`config.mk`:
```
export PLATFORM = sky130hd
export DESIGN_NAME = ibus_addr_fifo
export DESIGN_NICKNAME = d
export VERILOG_FILES = /design/src/rtl/ibus_rsp_model_pkg.sv /design/src/rtl/ibus_addr_fifo.sv
export SDC_FILE = /design/constraint.sdc
export NUM_CORES = 1
export LEC_CHECK = 0
export CORE_ASPECT_RATIO = 0.7
export CORE_MARGIN = 8
export CORE_UTILIZATION = 39
export DETAILED_ROUTE_END_ITERATION = 10
export PLACE_DENSITY = 0.61
export RECOVER_POWER = 50
export SYNTH_ARGS = -nofsm -noshare
export SYNTH_HDL_FRONTEND = slang
export SYNTH_SLANG_ARGS = --single-unit
```
`constraint.sdc`:
```
create_clock -name clk -period 4.79 [get_ports clk]
set_clock_uncertainty 0.1 [all_clocks]
set_input_delay 0.958 -clock clk [delete_from_list [all_inputs] [get_ports clk]]
set_output_delay 0.958 -clock clk [all_outputs]
set_load 0.01 [all_outputs]
```
`src/rtl/ibus_rsp_model_pkg.sv`:
```
// ---------------------------------------------------------------------------
// ibus_model_pkg
//   Shared constants and types for the instruction-bus response model.
//   - DEFAULT_DEPTH / DEFAULT_MIN_LAT : default queue depth and response latency
//   - AGE_W                           : width of the per-entry age counter
//   - DEFAULT_PTR_W / ptrWidth()      : queue pointer width
//   - entry_t                         : one queued fetch {addr, age}
// ---------------------------------------------------------------------------
package ibus_model_pkg;

  localparam int DEFAULT_DEPTH   = 8;
  localparam int DEFAULT_MIN_LAT = 1;

  // MIN_LAT tops out at 7, so three bits always hold the elapsed-cycle count.
  localparam int AGE_W = 3;

  // A one-entry queue would still need a 1-bit pointer for the array index.
  function automatic int ptrWidth(input int depth);
    return (depth < 2) ? 1 : $clog2(depth);
  endfunction

  localparam int DEFAULT_PTR_W = ptrWidth(DEFAULT_DEPTH);

  typedef struct packed {
    logic [31:0]      addr;
    logic [AGE_W-1:0] age;
  } entry_t;

endpackage

```
`src/rtl/ibus_addr_fifo.sv`:
```
// ---------------------------------------------------------------------------
// ibus_addr_fifo
//   Circular queue of outstanding fetch addresses, each with an age counter.
//   Ports:
//   - clk, reset          : clock, synchronous active-high reset
//   - push, pushAddr      : enqueue pushAddr with age 0 (caller keeps count < DEPTH)
//   - pop                 : dequeue the head (caller keeps count > 0)
//   - headAddr            : address stored at the read pointer
//   - headAge             : cycles elapsed since the head was accepted, capped at MIN_LAT
//   - count               : number of occupied entries
// ---------------------------------------------------------------------------
module ibus_addr_fifo
  import ibus_model_pkg::*;
#(
  parameter int DEPTH   = DEFAULT_DEPTH,
  parameter int MIN_LAT = DEFAULT_MIN_LAT
) (
  input  logic                         clk,
  input  logic                         reset,
  input  logic                         push,
  input  logic [31:0]                  pushAddr,
  input  logic                         pop,
  output logic [31:0]                  headAddr,
  output logic [AGE_W-1:0]             headAge,
  output logic [$clog2(DEPTH+1)-1:0]   count
);

  localparam int PTR_W = ptrWidth(DEPTH);
  localparam int CNT_W = $clog2(DEPTH + 1);

  // The stored age is "completed cycles after the acceptance cycle", so it
  // saturates one below MIN_LAT; headAge adds the current cycle back in.
  localparam logic [AGE_W-1:0] AGE_MAX = AGE_W'(MIN_LAT - 1);

  entry_t           mem [DEPTH];
  logic [PTR_W-1:0] wrPtr;
  logic [PTR_W-1:0] rdPtr;
  logic [DEPTH-1:0] occupied;

  // An entry is live when its distance from the read pointer (modulo DEPTH)
  // is below the current count; only live entries age.
  // NOTE: every always_comb output gets a default before any conditional
  // assignment so no path leaves it unassigned and infers a latch.
  always_comb begin
    occupied = '0;
    for (int i = 0; i < DEPTH; i++) begin
      occupied[i] = CNT_W'(PTR_W'(PTR_W'(i) - rdPtr)) < count;
    end
  end

  // NOTE: state registers use non-blocking assignments so every flop samples
  // pre-edge values regardless of statement order within the block.
  always_ff @(posedge clk) begin
    if (reset) begin
      wrPtr <= '0;
      rdPtr <= '0;
      count <= '0;
      // NOTE: the address array is cleared on reset because stored addresses
      // are observable state; a plain data buffer would normally skip this.
      for (int i = 0; i < DEPTH; i++) begin
        mem[i] <= '0;
      end
    end else begin
      for (int i = 0; i < DEPTH; i++) begin
        if (occupied[i] && (mem[i].age != AGE_MAX)) begin
          mem[i].age <= mem[i].age + AGE_W'(1);
        end
      end

      // The write slot is never live when a push is allowed, so this write
      // cannot collide with the aging update above.
      if (push) begin
        mem[wrPtr] <= entry_t'{addr: pushAddr, age: '0};
        wrPtr      <= wrPtr + PTR_W'(1);
      end

      if (pop) begin
        rdPtr <= rdPtr + PTR_W'(1);
      end

      case ({push, pop})
        2'b10:   count <= count + CNT_W'(1);
        2'b01:   count <= count - CNT_W'(1);
        default: count <= count;
      endcase
    end
  end

  assign headAddr = mem[rdPtr].addr;
  assign headAge  = mem[rdPtr].age + AGE_W'(1);

endmodule

```
==> results of run 1 <==
-- routing by layer --
metal	vias up	part of all wire
met4	2	0.016
met1	4007	0.48
met5	-	0.00038
met3	35	0.052
li1	3760	-
met2	178	0.45
-- registers in the layout, indices dropped and copies added, names as in the netlist, named ones only --
| signal | count |
|---|---|
| wrPtr | 3 |
| count | 4 |
| mem | 280 |
| rdPtr | 3 |
-- logic make-up (layout without fill, tap and decap cells) --
| logic type | count (synthesis) | in the layout | synth area share |
|---|---|---|---|
| compound gates | 88 | 88 | 0.0400 |
| xor+xnor | 10 | 10 | 0.00614 |
| fa+ha+maj | 36 | 36 | 0.0321 |
| mux | 107 | 107 | 0.156 |
| simple gates | 347 | 347 | 0.146 |
| buf+inv | 89 | 186 | 0.0296 |
| flops | 293 | 293 | 0.591 |
-- power groups by stage --
stage	Sequential, mW	Clock (mW)	Combinational (mW)
2_1_floorplan	2.98	0	0.456
3_3_place_gp	3.02	0	0.744
3_5_place_dp	3.03	0	0.751
4_1_cts	2.97	2.21	0.756
5_1_grt	2.98	2.30	0.799
6_report	2.97	2.15	0.731
-- worst max-delay path, cell delays in order (launching register included) --
cell             delay (ns)
dfxtp_4                0.74
mux4_1                 0.64
mux2_2                 0.28
ha_1                   0.19
xnor2_1                0.18
clkdlybuf4s50_1        0.57
-- final timing paths --
path	slack (ns)	startpoint	to	cells after the start
max	0.57	flip-flop	headAge[2]	5
min	0.41	mem[0][0]	mem[0][0]	2
max reg2reg	1.37	wrPtr[0]	mem[5][16]	3
min reg2reg	0.41	mem[0][0]	mem[0][0]	2
-- cells in the mapped netlist --
master / number
a211o_1: 4
a21bo_2: 1
a21boi_0: 4
a21o_1: 5
a21oi_1: 32
a221o_1: 1
a221oi_1: 1
a31o_2: 1
and2_1: 260
and3_1: 1
buf_2: 6
buf_4: 1
buf_6: 6
buf_8: 2
clkbuf_1: 27
clkbuf_2: 7
dfxtp_1: 37
edfxtp_1: 256
fa_1: 1
ha_1: 35
inv_1: 40
mux2_2: 33
mux2i_1: 4
mux4_1: 62
mux4_2: 8
nand2_1: 7
nand2_2: 1
nand2b_1: 13
nand3_1: 14
nor2_1: 28
nor2_2: 3
nor2b_1: 6
nor3_1: 6
nor3_2: 1
nor3_4: 1
o211ai_1: 16
o21ai_0: 9
o21bai_1: 13
o31ai_1: 1
or2_4: 1
or4_1: 5
xnor2_1: 4
xor2_1: 6
-- layout make-up --
class,count,area [sq um],area share
tap,480,601,0.0365
inverter,40,150,0.00913
multi-input combinational,588,5420,0.330
timing repair buffer,96,973,0.0592
clock buffer,37,756,0.0460
sequential,293,8430,0.513
clock inverter,13,110,0.00670
==> summary.md, run 1 <==
| Metric | Value |
|---|---|
| Mapped Cells | `970` |
| Met1 Use GR | `0.227` |
| Gr busiest metal | `met2` |
| 1st-iter DRT viols | `571` |
| Via density per instance | `5.16` |
| Most frequent cells in the layout | `edfxtp_1 (256), and2_1 (203), clkdlybuf4s50_1 (70)` |
| Maximum VDD drop | `0.249 mV` |
| Sequential share of power | `0.508` |
| LEAKAGE | `6.05 nW` |
| Failing checks | `max-capacitance violations, max-slew violations` |
| Fraction of layout cells with a size suffix above 1 | `0.0937` |
| Final Core Density | `0.457` |
| Largest net degree at the start of global routing | `42` |
| Post-Syn Area per Cell | `14.7 sq um` |
| Hold slack | `0.413 ns` |
| Status | `finished with violations` |
| Final HPWL from detailed placement | `20,200 um` |
| Clock Sinks | `293` |
| Crit Path Class | `flip-flop to primary output` |
| Tcrit/Tclk final | `0.882` |
| CORE AREA | `36,000 sq um` |
| Max-slew violations | `202` |
| Syn. warnings | `0` |
| Clock share of power | `0.367` |
| Total negative slack | `0 ns` |
| Drt pass-1 iters | `6` |
| All-layer global routing usage | `0.157` |
| CTS buffer count | `29` |
| Number of H-tree levels | `1` |
| CP endpoint kind | `primary output` |
| WL per Instance | `22.1 um` |
| Die Y | `176 um` |
| Vias in the first global route | `8,203` |
| Row cnt | `58` |
| Residual DRC count | `0` |
| Critical Path Fanout Max | `30` |
| Overall power | `5.85 mW` |
| Die footprint | `43,100 sq um` |
| Syn_nets | `1,042` |
| Rel. slew slack | `-0.817` |
| GR Overflow Total | `0` |
| Die W | `245 um` |
| Final WS setup | `0.567 ns` |
| CP Data Required Time | `3.73 ns` |
| Placed insts | `1,497` |
| Commonest non-fill, non-tap cell in the layout | `edfxtp_1` |
| Worst Hold Class | `flip-flop to flip-flop` |
| Worst skew pair latency | `0.55 ns` |
| Clk buf depth | `3` |
| Power share of the combinational group | `0.125` |
| P_int | `4.47 mW` |
| Worst-margin pin slew | `2.73 ns` |
| IO Pins | `75` |
| Post-CTS Hold Buffers | `0` |
| Fill cell count | `3,256` |
| Area Overhead vs Synth | `15.3%` |
| Synth Register Bits | `293` |
| Met3 Use GR | `0.0291` |
| Via count | `7,982` |
| Max cap viols | `9` |
| First-pass GRT wire length | `51,900 um` |
| CP startpoint kind | `flip-flop` |
| Pwr dens | `356 nW/um^2` |
| Area leader, netlist | `edfxtp_1` |
| FMAX | `237 MHz` |
| CP Data Arrival Time | `3.17 ns` |
| Seq/Total Area, Yosys | `0.591` |
| Antenna violations before repair | `1` |
| Mapped Area | `14,300 sq um` |
| Final setup vio count | `0` |
| Synth area leaders | `edfxtp_1 (54%), mux4_1 (11%), and2_1 (11%)` |
| CTS tree | `yes` |
| Total wire length | `34,200 um` |
| GR Layer Usage met2 | `0.248` |
| Synth cell types | `43` |
| Net Sw Power | `1.39 mW` |
| Layout Cells excl Fill | `1,547` |
| Sw frac | `0.237` |
| Inserted Diodes | `0` |
| GPL Wtd Cong | `0.790` |
| Initial Util | `0.396` |
| Finished layout cell area | `16,400 sq um` |
| Setup Slack @ Placement | `1.09 ns` |
| RSZ-0062 raised after global routing | `false` |
| Clock-pin slew on the worst setup and hold paths | `0.06 ns` |
| CTS root buf | `clkbuf_16` |
| Post-CTS setup buffer count | `0` |
| Final Hold Vio Count | `0` |
| Final net count | `1,120` |
| Post-cts repair resize count | `0` |
| I/O Buffers | `74` |
| DRT antenna net count | `0` |
| Post-synth top area share | `0.539` |
| Placed cell areas | `15,700 sq um` |
| Period minus WS final | `4.22 ns` |
No activity file was read; power rests on OpenSTA's default activity.
==> run 2: changes to the inputs <==
--- a/config.mk
+++ b/config.mk
@@ -5,9 +5,11 @@
 export SDC_FILE = /design/constraint.sdc
 export NUM_CORES = 1
 export LEC_CHECK = 0
+export ABC_CLOCK_PERIOD_IN_PS = 4790
 export CORE_ASPECT_RATIO = 0.7
 export CORE_MARGIN = 8
 export CORE_UTILIZATION = 39
+export CTS_CLUSTER_DIAMETER = 50
 export DETAILED_ROUTE_END_ITERATION = 10
 export PLACE_DENSITY = 0.61
 export RECOVER_POWER = 50
==> summary.md, run 2 (same netlist as run 1, synthesis figures left out) <==
| Metric | Value |
|---|---|
| Worst-margin pin slew | `2.75 ns (+0.0224 ns)` |
| Vias in the first global route | `8,197 (-0.073%)` |
| Clock-pin slew on the worst setup and hold paths | `0.06 ns (about the same)` |
| Largest register FFs | `280 (unchanged)` |
| Initial Util | `0.396 (unchanged)` |
| Period minus WS final | `4.22 ns (-0.00347 ns)` |
| Fill cell count | `3,249 (-0.21%)` |
| Final setup vio count | `0 (unchanged)` |
| Final Hold Vio Count | `0 (unchanged)` |
| Final HPWL from detailed placement | `20,200 um (unchanged)` |
| Largest net degree at the start of global routing | `42 (unchanged)` |
| Final WS setup | `0.570 ns (+0.00347 ns)` |
| CP endpoint kind | `primary output` |
| Setup Slack @ Placement | `1.09 ns (unchanged)` |
| Max-slew violations | `202 (unchanged)` |
| Status | `finished with violations` |
| Post-cts repair resize count | `0 (unchanged)` |
| CP Data Required Time | `3.73 ns (about the same)` |
| Sw frac | `0.236 (-0.000665)` |
| Buffers and inverters on the worst path | `1 (unchanged)` |
| Crit Path Class | `flip-flop to primary output` |
| Die footprint | `43,100 sq um (unchanged)` |
| Finished layout cell area | `16,400 sq um (about the same)` |
| Placed cell areas | `15,700 sq um (unchanged)` |
| Die Y | `176 um (unchanged)` |
| First-pass GRT wire length | `51,800 um (-0.17%)` |
| CP endpoint | `headAge[2]` |
| Worst skew pair latency | `0.55 ns (about the same)` |
| RSZ-0062 raised after global routing | `false` |
| CORE AREA | `36,000 sq um (unchanged)` |
| Top delay family on crit path | `multiplexers` |
| I/O Buffers | `74 (unchanged)` |
| CTS root buf | `clkbuf_16` |
| CP max-delay cell | `dfxtp_4` |
| Antenna violations before repair | `1 (unchanged)` |
| GR Overflow Total | `0 (unchanged)` |
| Max cap viols | `9 (unchanged)` |
| Row cnt | `58 (unchanged)` |
| Area Overhead vs Synth | `15.2% (about the same)` |
| All-layer global routing usage | `0.157 (-0.000453)` |
| Hold slack | `0.414 ns (+0.00118 ns)` |
| Via density per instance | `5.16 (about the same)` |
| Critical Path, Cell by Cell | `mux4_1 -> mux2_2 -> ha_1 -> xnor2_1 -> clkdlybuf4s50_1` |
| Die W | `245 um (unchanged)` |
| Worst path max stage delay | `0.74 ns (about the same)` |
| Sequential standard cell area | `8430 sq um (unchanged)` |
| Clock share of power | `0.366 (about the same)` |
| Crit Reg-Reg Startpoint | `wrPtr[0]` |
| CP startpoint kind | `flip-flop` |
| CTS buffer count | `29 (unchanged)` |
| Inserted Diodes | `0 (unchanged)` |
| Placed insts | `1,497 (unchanged)` |
| DRT antenna net count | `0 (unchanged)` |
| Post-CTS Hold Buffers | `0 (unchanged)` |
| Final Core Density | `0.457 (about the same)` |
| Pwr dens | `355 nW/um^2 (-0.16%)` |
| Overall power | `5.84 mW (-0.20%)` |
| WL per Instance | `22.1 um (about the same)` |
| Clock Sinks | `293 (unchanged)` |
| Number of H-tree levels | `1 (unchanged)` |
| Commonest non-fill, non-tap cell in the layout | `edfxtp_1` |
| 1st-iter DRT viols | `553 (-3.2%)` |
| Via count | `7,967 (-0.19%)` |
| Final net count | `1,120 (unchanged)` |
| IO Pins | `75 (unchanged)` |
| Largest register by flop count | `mem` |
| Failing checks | `max-capacitance violations, max-slew violations` |
| Net Sw Power | `1.38 mW (-0.48%)` |
| Biggest regs | `mem: 280 flops, count: 4 flops` |
| Power share of the combinational group | `0.125 (about the same)` |
| Worst Hold Class | `flip-flop to flip-flop` |
| Critical Path Fanout Max | `30 (unchanged)` |
| Layout Cells excl Fill | `1,545 (-0.13%)` |
| FF-to-FF End | `mem[5][16]` |
| Total wire length | `34,100 um (-0.15%)` |
| Sequential share of power | `0.509 (about the same)` |
| Drt pass-1 iters | `5 (-1)` |
| Area of the multi-input gates | `5420 sq um (unchanged)` |
| P_int | `4.46 mW (-0.11%)` |
| Most frequent cells in the layout | `edfxtp_1 (256), and2_1 (204), clkdlybuf4s50_1 (70)` |
| Rel. slew slack | `-0.832 (-0.0150)` |
| R2R Setup Slk | `1.36 ns (about the same)` |
| LEAKAGE | `6.06 nW (about the same)` |
| Fraction of layout cells with a size suffix above 1 | `0.0939 (+0.000176)` |
| Post-CTS setup buffer count | `0 (unchanged)` |
| GPL Wtd Cong | `0.790 (unchanged)` |
| Tcrit/Tclk final | `0.881 (about the same)` |
| Maximum VDD drop | `0.224 mV (-10%)` |
| Clk buf depth | `3 (unchanged)` |
| WP depth | `5 (unchanged)` |
| R2R depth | `3 (unchanged)` |
| Worst hold stages | `2 (unchanged)` |
| CP Data Arrival Time | `3.16 ns (about the same)` |
| CTS tree | `yes` |
| FMAX | `237 MHz (about the same)` |
| Residual DRC count | `0 (unchanged)` |
| Total negative slack | `0 ns (unchanged)` |
run 2: changes by cell type in the layout (fill, tap and decap cells not counted), sizes merged:
| cell | change |
|---|---|
| clkbuf | -2 |
| clkinvlp | -1 |
| inv | +1 |
run 2: power by group through the flow:
stage / Sequential [mW] / Combinational [mW] / Clock [mW]
floorplan: 2.98 / 0.456 / 0
global placement: 3.02 / 0.744 / 0
detailed placement: 3.03 / 0.751 / 0
CTS: 2.97 / 0.756 / 2.19
global route: 2.98 / 0.799 / 2.29
finish: 2.97 / 0.731 / 2.14
run 2: worst min path at each step:
| stage | from | to | slack (ns) |
|---|---|---|---|
| floorplan | mem[2][1] | mem[2][1] | 0.37 |
| global placement | mem[0][1] | mem[0][1] | 0.40 |
| detailed placement | mem[0][0] | mem[0][0] | 0.41 |
| CTS | mem[0][0] | mem[0][0] | 0.42 |
| global route | mem[0][1] | mem[0][1] | 0.45 |
| finish | mem[0][0] | mem[0][0] | 0.41 |
run 2: cell type report:
class	instances	share of cell area
inverters	40	0.00913
well taps	480	0.0365
flip-flops and latches	293	0.513
repair buffers	96	0.0592
clock buffers	35	0.0455
clock inverters	13	0.00677
multi-input cells	588	0.330
run 2: metal layers:
metal | share of wire | up-vias | GRT usage
met4 | 0.017 | 2 | 0.0282
li1 | - | 3763 | -
met5 | 0.00038 | - | 0
met1 | 0.49 | 4000 | 0.226
met2 | 0.45 | 159 | 0.248
met3 | 0.046 | 43 | 0.0299
run 2: worst min-delay path: stages, from the launching register on:
cell and delay [ns]:
dfxtp_1 0.33, nand3_1 0.07, a21oi_1 0.06
==> run 3: changes to the inputs <==
--- a/config.mk
+++ b/config.mk
@@ -8,10 +8,10 @@
 export ABC_CLOCK_PERIOD_IN_PS = 4790
 export CORE_ASPECT_RATIO = 0.7
 export CORE_MARGIN = 8
-export CORE_UTILIZATION = 39
+export CORE_UTILIZATION = 42
 export CTS_CLUSTER_DIAMETER = 50
 export DETAILED_ROUTE_END_ITERATION = 10
-export PLACE_DENSITY = 0.61
+export PLACE_DENSITY = 0.64
 export RECOVER_POWER = 50
 export SYNTH_ARGS = -nofsm -noshare
 export SYNTH_HDL_FRONTEND = slang
==> summary.md, run 3 (same netlist as run 1, synthesis figures left out) <==
| Metric | Value |
|---|---|
| Largest register by flop count | `mem` |
| Clock Sinks | `293 (unchanged)` |
| Worst skew pair latency | `0.56 ns (about the same)` |
| Overall power | `6.07 mW (+3.9%)` |
| Row cnt | `56 (-3.4%)` |
| Failing checks | `max-capacitance violations, max-slew violations` |
| Area Overhead vs Synth | `15.7%` |
| CP max-delay cell | `dlymetal6s4s_1` |
| Largest net degree at the start of global routing | `56 (+33%)` |
| Die footprint | `40,200 sq um (-6.6%)` |
| Post-cts repair resize count | `0 (unchanged)` |
| All-layer global routing usage | `0.166 (+0.00918)` |
| Maximum VDD drop | `0.263 mV (+18%)` |
| CTS buffer count | `29 (unchanged)` |
| Fill cell count | `2,851 (-12%)` |
| Inserted Diodes | `0 (unchanged)` |
| Via count | `8,054 (+1.1%)` |
| CP endpoint kind | `flip-flop` |
| GPL Wtd Cong | `0.808 (+2.2%)` |
| Total negative slack | `0 ns (unchanged)` |
| Worst path max stage delay | `1.49 ns (+0.75 ns)` |
| GR Overflow Total | `0 (unchanged)` |
| Rel. slew slack | `-0.453 (+0.379)` |
| Clock-pin slew on the worst setup and hold paths | `0.06 ns (about the same)` |
| Number of H-tree levels | `1 (unchanged)` |
| Total wire length | `33,700 um (-1.2%)` |
| CTS root buf | `clkbuf_16` |
| Worst-margin pin slew | `2.17 ns (-0.573 ns)` |
| I/O Buffers | `74 (unchanged)` |
| Initial Util | `0.426 (+0.0296)` |
| Post-CTS setup buffer count | `0 (unchanged)` |
| Die Y | `170 um (-3.3%)` |
| Commonest non-fill, non-tap cell in the layout | `edfxtp_1` |
| Clk buf depth | `3 (unchanged)` |
| FMAX | `238 MHz (+0.51%)` |
| Post-CTS Hold Buffers | `0 (unchanged)` |
| Antenna violations before repair | `0 (-1)` |
| CORE AREA | `33,500 sq um (-7.0%)` |
| DRT antenna net count | `0 (unchanged)` |
| Final setup vio count | `0 (unchanged)` |
| IO Pins | `75 (unchanged)` |
| Critical Path Fanout Max | `27 (-10%)` |
| Via density per instance | `5.34 (+3.6%)` |
| Fraction of layout cells with a size suffix above 1 | `0.101 (+0.00676)` |
| Final HPWL from detailed placement | `20,500 um (+1.8%)` |
| Crit Path Class | `primary input to flip-flop` |
| CP Data Required Time | `4.84 ns (+1.11 ns)` |
| Vias in the first global route | `8,158 (-0.48%)` |
| First-pass GRT wire length | `51,500 um (-0.65%)` |
| CP startpoint kind | `primary input` |
| Pwr dens | `368 nW/um^2 (+3.5%)` |
| Drt pass-1 iters | `5 (unchanged)` |
| Residual DRC count | `0 (unchanged)` |
| 1st-iter DRT viols | `764 (+38%)` |
| Largest register FFs | `280 (unchanged)` |
| Critical Path, Cell by Cell | `dlygate4sd3_1 -> nand2b_1 -> o21bai_1 -> dlymetal6s4s_1` |
| Most frequent cells in the layout | `edfxtp_1 (256), and2_1 (190), and2_0 (70), clkdlybuf4s50_1 (70), mux4_1 (62)` |
| Final Hold Vio Count | `0 (unchanged)` |
| Final net count | `1,122 (+0.18%)` |
| RSZ-0062 raised after global routing | `false` |
| Buffers and inverters on the worst path | `2 (+1)` |
| Tcrit/Tclk final | `0.876 (-0.00448)` |
| Status | `finished with violations` |
| Max-slew violations | `91 (-55%)` |
| CP Data Arrival Time | `4.24 ns (+1.08 ns)` |
| Period minus WS final | `4.20 ns (-0.0215 ns)` |
| Die W | `236 um (-3.4%)` |
| LEAKAGE | `6.13 nW (+1.3%)` |
| WL per Instance | `22.4 um (+1.2%)` |
| CTS tree | `yes` |
| Top delay family on crit path | `buffers and inverters` |
| Max cap viols | `6 (-3)` |
| Biggest regs | `mem: 280 flops, count: 4 flops` |
| Final Core Density | `0.493 (+0.0362)` |
| Worst Hold Class | `flip-flop to flip-flop` |
run 3: cell type report:
class / instances / area [sq um] / share of cell area
Inverter: 40 / 150 / 0.00910
Sequential cell: 293 / 8430 / 0.511
Timing Repair Buffer: 98 / 1000 / 0.0608
Multi-Input combinational cell: 588 / 5390 / 0.327
Clock inverter: 16 / 194 / 0.0117
Clock buffer: 38 / 790 / 0.0478
Tap cell: 435 / 544 / 0.0330
run 3: worst paths after layout:
check	from	to	slack, ns	cells after the start
setup / recovery	push	mem[3][11]	0.59	4
hold / removal	mem[1][1]	mem[1][1]	0.42	2
setup reg to reg	wrPtr[0]	mem[3][11]	1.24	3
hold reg to reg	mem[1][1]	mem[1][1]	0.42	2
run 3: metal layers:
layer  routed length, um  share of wire  global-route usage
met5                   0              0                   0
met4                 490          0.015              0.0273
met1               16200           0.48               0.245
met3                1730          0.051              0.0257
met2               15300           0.45               0.263
run 3: worst min-delay path: stages, from the launching register on:
cell and delay (ns):
dfxtp_1 0.33, o21ai_0 0.08, a21oi_1 0.06
run 3: power by group:
group | internal [mW] | switching, mW
sequential | 2.90 | 0.0581
combinational | 0.354 | 0.395
clock | 1.38 | 0.983
run 3: stage by stage:
stage / hold WS, ns / worst slack [ns] / instance area (sq um) / instances
6_report: 0.418 / 0.592 / 16500 / 1508
5_1_grt: 0.446 / 0.402 / 16500 / 1508
4_1_cts: 0.416 / 0.682 / 16700 / 1508
3_5_place_dp: 0.406 / 1.28 / 15700 / 1454
3_3_place_gp: 0.398 / 1.30 / 15700 / 1454
2_1_floorplan: 0.369 / 1.43 / 14300 / 970
